==> src/rtl/lab2_t2.sv <==
// 1-bit full-adder cell: x = sum, y = carry-out.
module lab2_t2 (
    input  logic a,
    input  logic b,
    input  logic c,
    output logic x,
    output logic y
);

    // Sum and carry of three input bits
    assign x = a ^ b ^ c;
    assign y = (a & b) | (c & (a ^ b));

endmodule

==> src/rtl/serial_adder_ctrl.sv <==
// Bit-serial WIDTH-bit adder: streams captured operands LSB-first through
// a single full-adder cell, one bit per clock, and reports sum/carry-out
// with a one-cycle done pulse.
module serial_adder_ctrl #(
    parameter int unsigned WIDTH = 8
) (
    input  logic             clk,
    input  logic             rst_n,
    input  logic             start,
    input  logic [WIDTH-1:0] a_in,
    input  logic [WIDTH-1:0] b_in,
    input  logic             cin,
    output logic             busy,
    output logic             done,
    output logic [WIDTH-1:0] sum_out,
    output logic             cout
);

    localparam int unsigned CNT_W = $clog2(WIDTH + 1);

    typedef enum logic [1:0] {
        IDLE = 2'd0,
        RUN  = 2'd1,
        DONE = 2'd2
    } state_e;

    state_e           state_q;
    logic [WIDTH-1:0] a_q;
    logic [WIDTH-1:0] b_q;
    logic [WIDTH-1:0] s_q;
    logic [WIDTH-1:0] s_d;
    logic [WIDTH-1:0] sum_q;
    logic             carry_q;
    logic             cout_q;
    logic [CNT_W-1:0] cnt_q;
    logic             cell_x;
    logic             cell_y;
    logic             last_c;

    // Single full-adder cell fed from the operand LSBs and the carry register
    lab2_t2 u_fa (
        .a (a_q[0]),
        .b (b_q[0]),
        .c (carry_q),
        .x (cell_x),
        .y (cell_y)
    );

    // Sum shift register next value: new bit enters at the MSB
    generate
        if (WIDTH == 1) begin : g_s_one
            assign s_d = cell_x;
        end else begin : g_s_wide
            assign s_d = {cell_x, s_q[WIDTH-1:1]};
        end
    endgenerate

    // Final bit of the current operation
    assign last_c = (cnt_q == CNT_W'(WIDTH - 1));

    // Control FSM and datapath registers
    always_ff @(posedge clk or negedge rst_n) begin
        if (!rst_n) begin
            state_q <= IDLE;
            a_q     <= '0;
            b_q     <= '0;
            s_q     <= '0;
            sum_q   <= '0;
            carry_q <= 1'b0;
            cout_q  <= 1'b0;
            cnt_q   <= '0;
        end else begin
            case (state_q)
                RUN: begin
                    carry_q <= cell_y;
                    s_q     <= s_d;
                    a_q     <= a_q >> 1;
                    b_q     <= b_q >> 1;
                    cnt_q   <= cnt_q + CNT_W'(1);
                    if (last_c) begin
                        state_q <= DONE;
                        sum_q   <= s_d;
                        cout_q  <= cell_y;
                    end
                end
                default: begin
                    // IDLE and DONE both accept a new request
                    if (start) begin
                        state_q <= RUN;
                        a_q     <= a_in;
                        b_q     <= b_in;
                        carry_q <= cin;
                        s_q     <= '0;
                        cnt_q   <= '0;
                    end else begin
                        state_q <= IDLE;
                    end
                end
            endcase
        end
    end

    // Status decoded from the state register; results come from registers
    assign busy    = (state_q == RUN);
    assign done    = (state_q == DONE);
    assign sum_out = sum_q;
    assign cout    = cout_q;

endmodule

==> config.mk <==
export PLATFORM = sky130hd
export DESIGN_NAME = serial_adder_ctrl
export DESIGN_NICKNAME = d
export VERILOG_FILES = /design/src/rtl/lab2_t2.sv /design/src/rtl/serial_adder_ctrl.sv
export SDC_FILE = /design/constraint.sdc
export NUM_CORES = 1
export LEC_CHECK = 0
export ABC_AREA = 0
export CAP_MARGIN = 20
export CORE_ASPECT_RATIO = 1.75
export CORE_UTILIZATION = 25
export DETAILED_ROUTE_END_ITERATION = 10
export GPL_TIMING_DRIVEN = 0
export PLACE_DENSITY = 0.43
export SLEW_MARGIN = 20
export SYNTH_ARGS = -nofsm -noshare
export SYNTH_HDL_FRONTEND = slang
export SYNTH_SLANG_ARGS = --single-unit
==> constraint.sdc <==
create_clock -name clk -period 1.98 [get_ports clk]
set_input_delay 0.495 -clock clk [delete_from_list [all_inputs] [get_ports clk]]
set_output_delay 0.495 -clock clk [all_outputs]
set_load 0.01 [all_outputs]
==> out/results.ini, run 1 <==
[route]
routed_wl_mm=3.66
via_per_inst=4.45
avgRoutedWirePerCell_microns=13.8
drc_errors=0
drt-pass1-iter-count=4
vias=1178
drt_iter0_markers=37
drtAntennaViolNets=0

[floorplan]
row_count=39
fp.coreArea_sq_um=6640
die-area_sq_um=7320
ios=31
start_util=0.262
die_x_microns=65.1
fp.dieH_microns=112

[worst_setup_path]
slowest_stage=clkdlybuf4s50_1
path_buf_inv=1
cp.required_ns=1.48
slowest_delay_ns=0.53
crit_path_end_kind=output port
crit_fanout=2
path_delay_family=buffers and inverters
crit_path_start_kind=flop
cp.arrival_ns=1.35
crit_chain=and2b_1 > clkdlybuf4s50_1
crit_type=reg -> out

[yosys]
syn_avg_cell_area_sq_um=11.9
ys.flop_type=dfrtp_1
synthArstFlopShare=1.00
synth_cells=146
synth-edff-count=0
ys_seq_area_frac=0.560
synth_cell_types=21
syn_nets=168
synth_seq_cells=39
ys_warn_count=0
syn-cell-area_sq_um=1740

[sta]
max-slew-margin-rel=0.703
clock_skew_ns=0.00171
worst_pin_slew_ns=0.446
setup_viol=0
finalWorstSetupSlack_ns=0.134
period_needed_ns=1.85
rsz0062_at_grt=false
finalMaxSlewViolations=0
hold_ws_ns=0.0625
fin_crit_sh=0.932
hold_viol=0
max_freq_mhz=542

[global_route]
grt_overflow=0
antenna_found_initial=0
grt_pass1_vias=1271
grt_max_degree=33
grt_usage=0.115
grt_pass1_wl_mm=6.31

[layout]
final_cell_mix=dfrtp_1 (39), clkdlybuf4s50_1 (27), nand2_1 (24)
layout.cells.most_common=dfrtp_1
num_antenna_cells=0
drive_gt1_frac=0.148
nets=204
area_growth_pct=32.1
fin_area_sq_um=2300
layout.cells.non_filler=265

[clocking]
cts_tree=yes
insertion_delay_ns=0.28
clock_path_buffers=2
post_cts_buffers=0
clkTransAtPathRegs_ns=0.06
cts_root_buffer=clkbuf_16
cts_hold_buf=0
cts.sink_count=39
cts_buffers=5
htreeDepth=2

[pwr]
internal_power_mw=2.31
vdd_drop_max_v=0.000430
power_leakage_nw=1.05
power_frac_clock=0.246
powerDensity_nw_per_um2=1480
netSwitchingFraction=0.319
p_switching_mw=1.08
combPwrFrac=0.355
pwr-share-seq=0.399

[place]
gp_congestion=0.701
dp.cells=258
hpwl_mm=2.68
io_buffers=29
placed_area_sq_um=2150
dpl_worst_slack_ns=-0.185

[worst_hold_path]
hold_path_class=in -> async

[job]
drv_cap=0

[run_status]
outcome=complete, no violations

-- power by group through the flow --
stage          Clock, mW  Sequential (mW)  Combinational [mW]
2_1_floorplan          0             1.35               0.774
3_3_place_gp           0             1.35                1.21
3_5_place_dp           0             1.37                1.26
4_1_cts            0.859             1.36                1.24
5_1_grt            0.894             1.40                1.36
6_report           0.837             1.35                1.21
-- flip-flops by register name, indices dropped and copies added (netlist names) --
name / flops
state_q: 2
cnt_q: 4
a_q: 8
b_q: 8
carry_q: 1
sum_out: 8
cout: 1
s_q: 7
-- routing by layer --
| layer | vias up | GRT usage | share of wire |
|---|---|---|---|
| li1 | 565 | - | - |
| met1 | 582 | 0.131 | 0.42 |
| met2 | 27 | 0.199 | 0.53 |
| met3 | 4 | 0.0234 | 0.038 |
| met4 | 0 | 0.0565 | 0.013 |
| met5 | - | 0 | 0 |
-- logic make-up (layout without fill, tap and decap cells) --
| group | count (synthesis) | after routing | synth area share |
|---|---|---|---|
| AO/OA/AOI/OAI | 24 | 24 | 0.0704 |
| XOR/XNOR | 1 | 1 | 0.00503 |
| adder cells (fa/ha/maj) | 2 | 2 | 0.0187 |
| buffers and inverters | 10 | 47 | 0.0374 |
| flip-flops | 39 | 39 | 0.560 |
| multiplexers | 29 | 29 | 0.192 |
| AND/OR/NAND/NOR | 41 | 41 | 0.116 |
-- worst paths after layout --
check	start	to	slack (ns)	cells past startpoint
worst max-delay path	state_q[0]	done	0.13	2
worst min-delay path	rst_n	b_q[1]	0.06	1
worst max register to register	state_q[1]	sum_out[0]	0.43	5
worst min register to register	b_q[2]	b_q[1]	0.48	2
max in group asynchronous	rst_n	state_q[0]	1.49	2
min in group clk	b_q[2]	b_q[1]	0.48	2
-- Yosys cell counts, drive strengths merged, types with 4 or more instances --
cell type,number,area share
nand2,24,0.052
dfrtp,39,0.56
o21ai,23,0.066
clkbuf,5,0.011
mux2i,18,0.10
nand2b,8,0.029
nor2,4,0.0086
mux2,11,0.088
buf,5,0.027
-- area by class of cell --
class | count | area [sq um]
Buffer | 9 | 61.3
Clock buffer | 8 | 156
Fill cell | 695 | 4340
Multi-Input combinational cell | 97 | 701
Sequential cell | 39 | 976
Tap cell | 82 | 103
Timing Repair Buffer | 30 | 304
-- timing repair --
action | CTS | global route
resized for setup | 1 | 0
setup endpoints to repair | 1 | 0
endpoints found under the hold margin | 0 | 0
-- through the flow --
step | util | power, mW | TNS [ns]
2_1_floorplan | - | 2.13 | 0
3_3_place_gp | 0.322 | 2.56 | -20.91
3_5_place_dp | 0.324 | 2.63 | -0.185
4_1_cts | 0.347 | 3.46 | 0
5_1_grt | 0.347 | 3.66 | 0
6_report | 0.347 | 3.40 | 0
No activity file was read; power rests on OpenSTA's default activity.
==> inputs of run 2 (changes only) <==
CAP_MARGIN = 25   (was 20)
SYNTH_HIERARCHICAL = 1   (was unset)
==> run 2 against run 1 <==
Compared with the run above:
- via count is 0.93% lower
- synthesized cell count stayed put
- sequential share of layout area is 0.39 points lower
==> out/results.ini, run 2 <==
[floorplan]
start_util=0.262  ; unchanged
ios=31  ; unchanged
row_count=39  ; unchanged
fp.coreArea_sq_um=6640  ; unchanged
fp.dieH_microns=112  ; unchanged
die_x_microns=65.1  ; unchanged
die-area_sq_um=7320  ; unchanged

[place]
gp_congestion=0.743  ; +6.0%
hpwl_mm=2.59  ; -3.4%
dp.cells=258  ; unchanged
dpl_worst_slack_ns=-0.219  ; -0.0340 ns
io_buffers=29  ; unchanged
placed_area_sq_um=2150  ; unchanged

[yosys]
synth-compound-area-share=0.0704  ; unchanged
ys_seq_area_frac=0.560  ; unchanged
synthSimpleGateAreaFrac=0.116  ; unchanged
synth_top_family_by_area=multiplexers
synthArstFlopShare=1.00  ; unchanged
synth-xor-area-share=0.00503  ; unchanged
synth_top_cell_by_area=dfrtp_1
ys.flop_type=dfrtp_1
yosys-top-cells-area=dfrtp_1 (56%), mux2i_1 (10%), mux2_4 (6.9%)
synth_cell_types=21  ; unchanged
syn-cell-area_sq_um=1740  ; unchanged
synthAdderAreaFrac=0.0187  ; unchanged
syn_nets=168  ; unchanged
synth_cells=146  ; unchanged
ys_warn_count=6  ; +6
synth.most_common_cell=dfrtp_1
yosys.area.top_type_share=0.560  ; unchanged
synthMuxAreaShare=0.192  ; unchanged
synth_seq_cells=39  ; unchanged
synth_common_cells=dfrtp_1 (39), nand2_1 (24), o21ai_0 (23)
synth-edff-count=0  ; unchanged
syn_avg_cell_area_sq_um=11.9  ; unchanged

[worst_setup_path]
r2r-end=sum_out[7]
cp.required_ns=1.48  ; about the same
path_delay_family=buffers and inverters
reg2reg_depth=5  ; unchanged
crit_fanout=2  ; unchanged
crit_type=reg -> out
cp.arrival_ns=1.35  ; about the same
r2r_start=state_q[1]
slowest_stage=clkdlybuf4s50_1
r2r_slack_ns=0.42  ; about the same
crit_chain=and2b_1 > clkdlybuf4s50_1
path_buf_inv=1  ; unchanged
crit_path_end_kind=output port
slowest_delay_ns=0.52  ; about the same
crit_path_start_kind=flop

[route]
drt_iter0_markers=12  ; -68%
via_per_inst=4.40  ; -0.93%
drt-pass1-iter-count=4  ; unchanged
drtAntennaViolNets=0  ; unchanged
vias=1167  ; -0.93%
routed_wl_mm=3.71  ; +1.4%
drc_errors=0  ; unchanged
avgRoutedWirePerCell_microns=14.0  ; +1.4%

[clocking]
cts_buffers=5  ; unchanged
insertion_delay_ns=0.28  ; about the same
htreeDepth=2  ; unchanged
cts.sink_count=39  ; unchanged
cts_hold_buf=0  ; unchanged
cts_tree=yes
clock_path_buffers=2  ; unchanged
cts_root_buffer=clkbuf_16
clkTransAtPathRegs_ns=0.06  ; about the same

[layout]
register_area_sq_um=976  ; unchanged
n_fill_cell=700  ; +0.72%
multi_input_area_sq_um=701  ; unchanged
fin_area_sq_um=2320  ; +0.92%
area_growth_pct=33.3
final_cell_mix=dfrtp_1 (39), clkdlybuf4s50_1 (27), nand2_1 (24)
num_antenna_cells=0  ; unchanged
layout.cells.most_common=dfrtp_1
nets=204  ; unchanged
layout.cells.non_filler=265  ; unchanged
drive_gt1_frac=0.153  ; +0.00546
utilization=0.350  ; +0.00321

[sta]
max_freq_mhz=542  ; about the same
finalWorstSetupSlack_ns=0.135  ; +0.000979 ns
setup_viol=0  ; unchanged
clock_skew_ns=0.00535  ; +0.00364 ns
rsz0062_at_grt=false
worst_pin_slew_ns=0.494  ; +0.0476 ns
max-slew-margin-rel=0.671  ; -0.0317
hold_ws_ns=0.0598  ; -0.00273 ns
period_needed_ns=1.85  ; -0.000979 ns
fin_crit_sh=0.932  ; about the same
finalMaxSlewViolations=0  ; unchanged
hold_viol=0  ; unchanged
setup_tns_ns=0  ; unchanged

[global_route]
grt_pass1_wl_mm=6.32  ; +0.22%
grt_overflow=0  ; unchanged
grt_max_degree=33  ; unchanged
antenna_found_initial=0  ; unchanged
grt_pass1_vias=1286  ; +1.2%
grt_usage=0.116  ; +0.000817

[pwr]
vdd_drop_max_v=0.000565  ; +31%
powerDensity_nw_per_um2=1520  ; +3.3%
power_leakage_nw=1.06  ; +1.1%
power.total_mw=3.54  ; +4.2%

[job]
drv_cap=0  ; unchanged

[worst_hold_path]
hold_path_class=in -> async

[run_status]
outcome=complete, no violations

==> run 2: kinds of logic after synthesis <==
| kind of cell | after synthesis |
|---|---|
| fa+ha+maj | 2 |
| flops | 39 |
| mux | 29 |
| buf+inv | 10 |
| compound gates | 24 |
| xor+xnor | 1 |
| simple gates | 41 |
==> run 2: layout make-up <==
class	count	share of cell area
clock buffers	6	0.0598
plain buffers	9	0.0280
flip-flops and latches	39	0.420
multi-input cells	97	0.302
well taps	82	0.0442
clock inverters	2	0.0151
repair buffers	30	0.131
==> run 2: repair_timing <==
action,CTS,global route
setup endpoints to repair,1,0
setup buffers,0,0
resized for setup,2,0
endpoints found under the hold margin,0,0
==> run 2: worst max path at each step <==
stage               start          to  slack [ns]  cells after the start
3_3_place_gp        rst_n  sum_out[3]       -0.55                      1
5_1_grt        state_q[0]        done        0.07                      2
6_report       state_q[0]        done        0.13                      2
3_5_place_dp   state_q[1]        busy       -0.22                      4
4_1_cts        state_q[0]        done        0.12                      2
2_1_floorplan  state_q[1]        busy        0.55                      3
==> run 2: power breakdown <==
group          total [mW]  switching [mW]  internal [mW]
sequential           1.35           0.215           1.14
combinational        1.24           0.589          0.648
clock               0.948           0.321          0.627
==> run 2: per-layer routing <==
layer | routed length, microns | share of wire | GRT usage | vias to the layer above
met5 | 0 | 0 | 0 | -
met2 | 1920 | 0.52 | 0.199 | 30
li1 | - | - | - | 565
met4 | 86 | 0.023 | 0.0565 | 0
met3 | 119 | 0.032 | 0.0234 | 5
met1 | 1580 | 0.43 | 0.134 | 567
==> run 2: worst register-to-register path, cell delays in order, from the launching register on <==
cell	delay, ns
dfrtp_1	0.40
nor2b_4	0.14
buf_8	0.17
and4b_4	0.28
buf_12	0.15
mux2_4	0.31
==> inputs of run 3 (changes only) <==
SETUP_SLACK_MARGIN = 0.02   (was unset)
SYNTH_HIERARCHICAL = unset   (was 1)
==> results of run 3 <==
The final DEF is identical to that of run 1; final timing and power are the same.
==> edit (settings of run 3) <==
Encoding of `state_e`: now one-hot (3 bits for 3 states).
--- a/src/rtl/serial_adder_ctrl.sv
+++ b/src/rtl/serial_adder_ctrl.sv
@@ -18,10 +18,10 @@
 
     localparam int unsigned CNT_W = $clog2(WIDTH + 1);
 
-    typedef enum logic [1:0] {
-        IDLE = 2'd0,
-        RUN  = 2'd1,
-        DONE = 2'd2
+    typedef enum logic [2:0] {
+        IDLE = 3'b001,
+        RUN  = 3'b010,
+        DONE = 3'b100
     } state_e;
 
     state_e           state_q;
Behaviour: no difference found for any inputs over 10 cycles, from zero or initial values and one cycle with rst_n low; not proved beyond that.
==> edit against run 3 <==
  * Final area fell by 1.1%
  * Clock power down 4.4%
  * Total power grew 1.0%
  * Sequential cell count rose by 1
  * Wire length down 1.3%
  * Non-clock buffer count shrank 1
  * First-iteration DRC count down 24%
  * Setup slack worse by 0.039 ns
  * Cell count increased by 2.3%
  * Count of clock-buffer cells in the layout is 2 lower
  * Area after synthesis decreased by 2.1%
  * Critical path type unchanged
  * Largest power group unchanged
==> edit: results (changes against run 3) <==
* Status: finished, final reports clean
* All-Layer GR Usage at 11.27% (-0.22 points)
* Largest cells by area after synthesis: dfrtp_1, mux2i_1, nand2_1
* Period minus WS final at 1.885 ns (+0.03890 ns)
* WL met2 at 1906 um (-2.0%)
* Dpl ws at -0.2343 ns (-0.04969 ns)
* Clk sinks at 40 (+2.6%)
* Signal inverters at 2 (+2)
* Seq/total area at 44.04% (+1.6 points)
* Multi-input combinational area share at 28.59% (-1.9 points)
* Placed Instances at 263 (+1.9%)
* Non-CTS buffers at 38 (-2.6%)
* Share of layout cells above drive strength 1 at 16.40% (+1.6 points)
* CP max-delay cell: or3b_4
* Total wire length at 3611 um (-1.3%)
* Delay-heaviest family, CP: simple AND/OR/NAND/NOR gates
* Sequential-to-total area share from yosys stat at 58.77% (+2.7 points)
* Met1 wire length at 1542 um (+1.4%)
* Routed length on met3 at 109 um (-22%)
* Final HPWL DP at 2563 um (-4.5%)
* Syn nets at 173 (+3.0%)
* R2R setup slack at 0.26 ns (-0.17 ns)
* First-pass GRT wire length at 6154 um (-2.4%)
* Max incr delay on CP at 0.46 ns (-0.07 ns)
* Skew final at 0.003478 ns (+0.001765 ns)
edit: cell types whose count changed after synthesis, moves of 3 or more:
cell      delta
a21oi_1      +3
buf_2        +3
clkbuf_1     -4
mux2_2       +6
mux2_4       -8
nand2_1      +9
nand2b_1     -6
edit: path summary, 6_finish.rpt:
path / start / endpoint
min in group clk: a_q[6] / a_q[5]
setup / recovery: state_q[0] / busy
hold reg to reg: a_q[6] / a_q[5]
hold / removal: rst_n / s_q[3]
max in group asynchronous: rst_n / state_q[0]
setup reg to reg: state_q[0] / b_q[6]
edit: repair_timing:
action	in CTS	in global routing
endpoints found under the setup margin	1	1
setup buffers	1	0
gates resized for setup	6	1
hold buffers	0	0
pin swaps	1	0
edit: power by group:
part	leakage [nW]	switching (mW)	internal (mW)
registers	0.517	0.201	1.16
logic	0.455	0.697	0.578
clock network	0.0766	0.303	0.496
edit: per-layer routing:
layer,vias up,track usage (%)
met5,-,0
met1,580,13.09
met3,5,2.366
met2,22,19.65
met4,0,4.444
li1,579,-
